## src/rtl/nios_base_oci_trace_pkg.sv

```systemverilog
// nios_base_oci_trace_pkg: shared frame tags, frame width and scheduler FSM states
package nios_base_oci_trace_pkg;
   localparam int         FRAME_W = 36;
   localparam logic [1:0] TAG_ITR = 2'b01;
   localparam logic [1:0] TAG_DCT = 2'b10;
   localparam logic [1:0] TAG_END = 2'b11;
   typedef enum logic [1:0] {S_IDLE, S_RUN, S_DRAIN, S_DONE} state_t;
endpackage

```

## src/rtl/nios_base_oci_rr_arb2.sv

```systemverilog
// nios_base_oci_rr_arb2: two-requester round-robin arbiter; req[0]=instruction, req[1]=DCT
module nios_base_oci_rr_arb2 (
   input  logic       clk,
   input  logic       reset_n,
   input  logic       en,
   input  logic [1:0] req,
   output logic [1:0] gnt
);
   logic last_dct;
   // a tie goes to whoever did not win last; single requests pass straight through
   always_comb gnt = !en ? 2'b00 : (req == 2'b11) ? (last_dct ? 2'b01 : 2'b10) : req;
   // last-grant starts at DCT so instruction trace wins the first tie
   always_ff @(posedge clk or negedge reset_n)
      if (!reset_n) last_dct <= 1'b1;
      else if (|gnt) last_dct <= gnt[1];
endmodule

```

## src/rtl/nios_base_cpu_oci_trace_sched.sv

```systemverilog
// nios_base_cpu_oci_trace_sched: trace-memory write scheduler for instruction and DCT frames
// NIOS_BASE_OCI_TRACE_WRAP_EN selects a circular buffer instead of stop-when-full
module nios_base_cpu_oci_trace_sched
   import nios_base_oci_trace_pkg::*;
#(
   parameter int ADDR_W = 7,
   parameter int OVF_W  = 8
) (
   input  logic               clk,
   input  logic               reset_n,
   input  logic               trc_on,
   input  logic               itr_valid,
   input  logic [33:0]        itr_data,
   output logic               itr_ready,
   input  logic               dct_valid,
   input  logic [29:0]        dct_buffer,
   input  logic [3:0]         dct_count,
   output logic               dct_ready,
   input  logic               test_ending,
   output logic               tw_we,
   output logic [ADDR_W-1:0]  tw_addr,
   output logic [FRAME_W-1:0] tw_data,
   output logic               trc_full,
   output logic               trc_wrap,
   output logic [OVF_W-1:0]   ovf_cnt,
   output logic               drain_done
);
   state_t              state, state_nxt;
   logic [1:0]          gnt;
   logic                arb_en, mark, item, wr, drop;
   logic [ADDR_W-1:0]   ptr;
   logic [FRAME_W-1:0]  frame;

   nios_base_oci_rr_arb2 u_arb (
      .clk     (clk),
      .reset_n (reset_n),
      .en      (arb_en),
      .req     ({dct_valid, itr_valid}),
      .gnt     (gnt)
   );

   // state register
   always_ff @(posedge clk or negedge reset_n)
      if (!reset_n) state <= S_IDLE;
      else state <= state_nxt;

   // next state; trc_on low beats test_ending while running
   always_comb begin
      state_nxt = state;
      unique case (state)
         S_IDLE:  state_nxt = trc_on ? S_RUN : S_IDLE;
         S_RUN:   state_nxt = !trc_on ? S_IDLE : test_ending ? S_DRAIN : S_RUN;
         S_DRAIN: state_nxt = mark ? S_DONE : S_DRAIN;
         S_DONE:  state_nxt = trc_on ? S_DONE : S_IDLE;
      endcase
   end

   // state-derived outputs and per-cycle write decision
   always_comb begin
      arb_en     = (state == S_RUN) || (state == S_DRAIN);
      drain_done = (state == S_DONE);
      mark       = (state == S_DRAIN) && !itr_valid && !dct_valid;
      itr_ready  = gnt[0];
      dct_ready  = gnt[1];
      item       = gnt[0] || (gnt[1] && dct_count != 4'd0);
      frame      = gnt[0] ? {TAG_ITR, itr_data} :
                   gnt[1] ? {TAG_DCT, dct_count, dct_buffer} : {TAG_END, 34'h0};
      wr         = (item || mark) && !trc_full;
      drop       = item && trc_full;
   end

   // registered write port; tw_addr shows the address of the frame just written
   always_ff @(posedge clk or negedge reset_n)
      if (!reset_n) begin
         tw_we   <= 1'b0;
         tw_addr <= '0;
         tw_data <= '0;
         ptr     <= '0;
      end else begin
         tw_we <= wr;
         if (wr) begin
            tw_addr <= ptr;
            tw_data <= frame;
            ptr     <= ptr + ADDR_W'(1);
         end
      end

   // saturating count of items dropped while full
   always_ff @(posedge clk or negedge reset_n)
      if (!reset_n) ovf_cnt <= '0;
      else if (drop && !(&ovf_cnt)) ovf_cnt <= ovf_cnt + OVF_W'(1);

`ifdef NIOS_BASE_OCI_TRACE_WRAP_EN
   assign trc_full = 1'b0;
   // sticky: the last address has been written at least once
   always_ff @(posedge clk or negedge reset_n)
      if (!reset_n) trc_wrap <= 1'b0;
      else if (wr && &ptr) trc_wrap <= 1'b1;
`else
   assign trc_wrap = 1'b0;
   // sticky: the last address has been written, later items are dropped
   always_ff @(posedge clk or negedge reset_n)
      if (!reset_n) trc_full <= 1'b0;
      else if (wr && &ptr) trc_full <= 1'b1;
`endif
endmodule

```

## config.mk

```make
export PLATFORM = sky130hd
export DESIGN_NAME = nios_base_cpu_oci_trace_sched
export DESIGN_NICKNAME = d
export VERILOG_FILES = /design/src/rtl/nios_base_oci_trace_pkg.sv /design/src/rtl/nios_base_oci_rr_arb2.sv /design/src/rtl/nios_base_cpu_oci_trace_sched.sv
export SDC_FILE = /design/constraint.sdc
export NUM_CORES = 1
export LEC_CHECK = 0
export CAP_MARGIN = 20
export CORE_ASPECT_RATIO = 1.2
export CORE_UTILIZATION = 45
export CTS_CLUSTER_DIAMETER = 30
export DETAILED_ROUTE_END_ITERATION = 8
export PLACE_DENSITY = 0.86
export SETUP_SLACK_MARGIN = 0.05
export SYNTH_ARGS = -nofsm -noshare
export SYNTH_HDL_FRONTEND = slang
export SYNTH_SLANG_ARGS = --single-unit
```

## constraint.sdc

```tcl
create_clock -name clk -period 5.9 [get_ports clk]
set_input_delay 0.59 -clock clk [delete_from_list [all_inputs] [get_ports clk]]
set_output_delay 0.59 -clock clk [all_outputs]
set_load 0.02 [all_outputs]
```

# Yosys cells after proc, flatten, opt, wreduce, memory -nomap -nowiden
# Cells that the tools add are included.
word_totals:
  regBits: 63
  inputBits: 74
  out_inout_bits: 57
  word_cells: 44
classes:
  add_sub_neg: 2
  n_eq_ne: 4
  muxes: 11
  n_reduce_logical: 19
ops:
  columns: ["operator", "count"]
  rows:
  - ["36-bit 2-to-1 mux", 1]
  - ["35-bit 2-to-1 mux", 1]
  - ["2-bit 2-to-1 mux", 6]
  - ["8-bit by 1-bit adder with 8-bit output (second input constant)", 1]
  - ["2-bit case mux with 4 select lines", 1]
  - ["8-bit AND reduction", 1]
  - ["7-bit by 1-bit adder with 7-bit output (second input constant)", 1]
  - ["1-bit logical AND", 7]
  - ["7-bit AND reduction", 1]
  - ["2-bit == test (second input constant)", 3]
  - ["1-bit logical NOT", 4]
  - ["4-bit nonzero test", 1]
  - ["1-bit logical OR", 3]
  - ["2-bit by 1-bit == test with 1-bit output (second input constant)", 1]
  - ["2-bit logical NOT", 1]
  - ["1-bit 2-to-1 mux", 2]
  - ["2-bit OR reduction", 1]

# Logic depth before layout (Yosys ltp)
logic_depth:
  word_depth: 8
  depth_mapped: 8
  depth_no_buf: 7

# By module
# A second synthesis with hierarchy kept.
hier_totals:
  cells_unflattened: 261
  hier_area_um2: 2841.5
modules_own_cells:
  columns: ["mod", "n_inst", "cells_per_inst", "area_per_inst_um2", "seq_area_each_um2"]
  rows:
  - ["nios_base_cpu_oci_trace_sched", 1, 253, 2778.9, 1551.5]
  - ["nios_base_oci_rr_arb2", 1, 8, 62.6, 26.3]

# Least setup slack after synthesis
# OpenSTA, ideal clock, no wires.
synth_timing:
  path_type: "register -> output"
  from: "reg state[0]"
  to: "out dct_ready"
  arrival_time_ps: 1573
  required_ps: 5310
  path_slack_ps: 3737
  stages_incl_launch_ff: 6
  n_path_buf: 1
  path_cell_list: "dfrtp_1 inv_1 ha_1 nand2_1 a21oi_1 clkbuf_1"
synth_via:
  elab_chain_len: 3
  elab_cells_between_ends: 4
  cone_classes: "2 x eq/ne; 1 x mux; 1 x reduce/logical"
synth_rtl:
  columns: ["item", "line_no", "source"]
  rows:
  - ["start: declaration", "nios_base_cpu_oci_trace_sched.sv:28", "state_t state, state_nxt;"]
  - ["start signal: assignment", "nios_base_cpu_oci_trace_sched.sv:45", "else state <= state_nxt;"]
  - ["2-bit by 1-bit == test with 1-bit output or 2-bit == test (tied branches)", "nios_base_cpu_oci_trace_sched.sv:60", "arb_en = (state == S_RUN) || (state == S_DRAIN);"]
  - ["1-bit logical OR (*)", "nios_base_cpu_oci_trace_sched.sv:60", null]
  - ["2-bit 2-to-1 mux (*)", "nios_base_oci_rr_arb2.sv:11", "always_comb gnt = !en ? 2'b00 : (req == 2'b11) ? (last_dct ? 2'b01 : 2'b10) : req;"]
  - ["end: declaration", "nios_base_cpu_oci_trace_sched.sv:18", "output logic dct_ready,"]
# Every way passes the cells marked *; elsewhere a longest branch is shown, timed or not.

# Worst setup path in the final report
layout_timing:
  from: "in itr_valid"
  to: "out itr_ready"
layout_via:
  elab_chain_len: 3
layout_rtl:
  columns: ["item", "line_no", "source"]
  rows:
  - ["start: declaration", "nios_base_cpu_oci_trace_sched.sv:12", "input logic itr_valid,"]
  - ["2-bit == test", "nios_base_oci_rr_arb2.sv:11", null]
  - ["2-bit 2-to-1 mux (*) (2 in a row)", "nios_base_oci_rr_arb2.sv:11", null]
  - ["end: declaration", "nios_base_cpu_oci_trace_sched.sv:14", "output logic itr_ready,"]
# Marked as above.

==> metrics.log <==
INFO  metric clock_insertion_delay_worst_skew = between 0.3 and 0.4 ns
INFO  metric cts-root-to-sink-buffers = 2
INFO  metric final-max-slew-violation-count = 0
INFO  metric start_util = roughly 47%
INFO  metric timing.max_cap.violations = 0
INFO  metric drc = 0
INFO  metric post_detailed_route_via_to_cell_ratio = 5.177
INFO  metric chipWidth = approximately 75 microns
INFO  metric ys_top_cells_by_area = sky130_fd_sc_hd__dfrtp_1, sky130_fd_sc_hd__a22oi_1, sky130_fd_sc_hd__a21oi_1
INFO  metric layout_worst_path_cycle_share = about half
INFO  metric number_of_distinct_standard_cells_referenced_by_the_synthesized_netlist = 33
INFO  metric cp_launch_point = itr_valid
INFO  metric reg2reg_slack = 3.29 ns
INFO  metric ctsResizeCount = 0
INFO  metric worst-endpoint-arrival = ~2.4 ns
INFO  metric switching_share = 27.31%
INFO  metric clkSlewWorstSetupHoldPaths = about 0.06 ns
INFO  metric final-setup-viol-count = 0
INFO  metric placedCellCount = between 400 and 500
INFO  metric synthDominantCellAreaShare = 54.53%
INFO  metric tritoncts = done
INFO  metric cts_max_level = 3
INFO  metric fp-row-count = 31
INFO  metric cts_hold_buf = 0
INFO  metric wire_length_of_the_first_global_routing_pass = roughly 11000 microns
INFO  metric r2r_end = tw_data[16]$_DFFE_PN0P_
INFO  metric final.setup.tns = 0 ns
INFO  metric insertedDiodeCount = 0
INFO  metric max_slew_margin = about half
INFO  metric power.internal = 776.3 uW
INFO  metric maximum_number_of_pins_on_one_net_before_global_route_repair = between 70 and 80
INFO  metric wl_per_cell = between 15 and 20 microns
INFO  metric ys_seq_area_share = between 50 and 60%
INFO  metric cellPowerDensity = between 200 and 250 nW/um^2
INFO  metric syn-num-nets = roughly 340
INFO  metric layout.nets = about 470
INFO  metric status = finished clean
INFO  metric grt_pass1_vias = approximately 2300
INFO  metric rr_worst_depth = 8
INFO  metric worst_setup_path_start_kind = primary input
INFO  metric synthesis.instances = roughly 260
INFO  metric flip_flop_and_latch_count_after_synthesis = 63
INFO  metric boundaryPins = 131
INFO  metric groute.usage.overall = about 22%
INFO  metric holdCritPathClass = primary input to asynchronous set/reset pin
INFO  metric mostFrequentLayoutCells = sky130_fd_sc_hd__clkdlybuf4s50_1, sky130_fd_sc_hd__dfrtp_1, sky130_fd_sc_hd__nor2_1, sky130_fd_sc_hd__a21oi_1, sky130_fd_sc_hd__a22oi_1
INFO  metric hpwl = between 5000 and 6000 microns
INFO  metric power.clock.fraction = 31.0%
INFO  metric finish.instance_area = between 4000 and 5000 sq um
INFO  metric regToRegStartpoint = state[0]$_DFF_PN0_
INFO  metric coreArea = 6051 sq um
INFO  metric floorplan.die_area = 6646 sq um
INFO  metric synth.cell_area = 2845 sq um
INFO  metric finalHoldViolations = 0
INFO  metric post_route_cells_drive_above_1_share = approximately 8.6%
INFO  metric vias = between 2000 and 2500
INFO  metric die_h = 89.11 microns
INFO  metric worstMarginPinSlew = roughly 0.78 ns
INFO  metric cts_setup_buffers = 0
INFO  metric criticalPathCategory = primary input to primary output
INFO  metric leading_area_contributor_after_synthesis = sky130_fd_sc_hd__dfrtp_1
INFO  metric number_of_drc_markers_in_iteration_0 = 121
INFO  metric routed_wl = between 7000 and 8000 microns
INFO  metric clock_sinks = 63
INFO  metric vdd_drop_max = 242.6 uV
INFO  metric drt.antenna.violating_nets = 0
INFO  metric synth_warnings = 0
INFO  metric most_frequent_standard_cell_in_the_layout_excluding_fill_and_tap_cells = sky130_fd_sc_hd__clkdlybuf4s50_1
INFO  metric grt_antenna_before_repair = 0
INFO  metric switchingPower = a little under 300 uW
INFO  metric worstPathMaxFanout = 36
INFO  metric fin_cells = roughly 480
INFO  metric final.setup_skew = 0.007923 ns
INFO  metric portBuffers = ~130
INFO  metric sequentialPowerShare = between 40% and 50%
INFO  metric dpl-instance-area = approximately 4200 sq um
INFO  metric critPathCaptureType = primary output
INFO  metric cts_buffers = 9
INFO  metric final_period_minus_worst_setup_slack = about 3 ns
INFO  metric power.share.combinational = a little under a quarter
INFO  metric synth.avg_cell_area = between 10 and 15 sq um
INFO  metric clock_tree.root_cell = sky130_fd_sc_hd__clkbuf_8
INFO  metric critical_path_required = 5.31 ns
INFO  metric global_route_total_overflow = 0
INFO  metric leakagePower = roughly 1.9 nW
INFO  metric max_clock_freq = ~0.34 GHz
INFO  metric rsz0062_at_grt = no
INFO  metric first_pass_iters = 4
INFO  metric place_congestion = approximately 0.82
INFO  metric area_growth = 53.34%
-- metal layers --
layer  part of all wire, %  global-route usage, %  routed length, microns  up-vias
li1                      -                      -                       -     1201
met1                    41                  25.97                    2929     1170
met2                    49                  38.33                    3546       95
met3                   8.1                  4.848                     582       14
met4                   2.0                  9.091                     144        0
met5                     0                      0                       0        -
-- state kept, by name (all words and copies together), names as in the netlist --
register and cells:
tw_addr 7, trc_full 1, u_arb.last_dct 1, tw_we 1, ovf_cnt 8, state 2
tw_data 36, ptr 7
-- worst max-delay path by stage --
stage | cells past startpoint | to | slack (ns)
final | 5 | itr_ready | 2.95
after global routing | 5 | itr_ready | 2.82
after CTS | 5 | itr_ready | 2.94
after detailed placement | 5 | itr_ready | 2.94
after global placement | 5 | itr_ready | 2.97
after floorplan | 5 | dct_ready | 3.74
-- per-stage QoR --
step                hold slack (ns)  worst slack (ns)  power, mW  utilization, %
floorplan                    0.2944             3.737     0.6148               -
global placement             0.4838             2.971     0.7420           69.19
detailed placement           0.4869             2.941     0.7455           69.19
CTS                          0.4570             2.944      1.077           72.10
global route                 0.5115             2.819      1.123           72.10
finish                       0.4161             2.951      1.068           72.10
-- worst max-delay path, cell delays in order --
cell	delay, ns
sky130_fd_sc_hd__clkdlybuf4s50_1	0.54
sky130_fd_sc_hd__nand2_1	0.12
sky130_fd_sc_hd__nor2_2	0.09
sky130_fd_sc_hd__buf_4	0.34
sky130_fd_sc_hd__clkdlybuf4s50_1	0.68
-- cell usage after synthesis, drive strengths merged --
cell      n
dfrtp    62
nor2     41
a21oi    39
a22oi    34
nand2    10
clkbuf    9
mux2      9
xnor2     8
buf       6
ha        6
and3      5
inv       5
nand4     5
xor2      5
o21ai     3
and2      2
nand3b    2
nor3      2
a21o      1
a2bb2oi   1
a31o      1
a31oi     1
a32o      1
a32oi     1
conb      1
dfstp     1
nand3     1
nor2b     1
or3       1
-- cell families (layout without fill, tap and decap cells) --
| kind of cell | after synthesis | in the layout | share of synthesized area (%) |
|---|---|---|---|
| compound gates | 82 | 82 | 18.65 |
| xor+xnor | 13 | 13 | 4.002 |
| fa+ha+maj | 6 | 6 | 2.638 |
| buf+inv | 20 | 153 | 3.870 |
| flops | 63 | 63 | 55.45 |
| mux | 9 | 9 | 4.221 |
| other cells | 1 | 1 | 0.1318 |
| simple gates | 70 | 70 | 11.04 |
-- power groups by stage --
| stage | Clock (mW) | Combinational [mW] | Sequential, mW |
|---|---|---|---|
| 6_report | 0.331 | 0.245 | 0.492 |
| 4_1_cts | 0.337 | 0.248 | 0.492 |
| 5_1_grt | 0.360 | 0.267 | 0.497 |
| 2_1_floorplan | 0 | 0.0950 | 0.520 |
| 3_5_place_dp | 0 | 0.246 | 0.499 |
| 3_3_place_gp | 0 | 0.243 | 0.499 |
-- cell type report --
type	count	area [sq um]
sequential	63	1578
inverter	5	18.77
multi-input combinational	181	1171
clock buffer	15	176.4
tap	82	102.6
timing repair buffer	133	1316
fill	461	1688
Note: power is estimated with default switching activity, not from simulation.
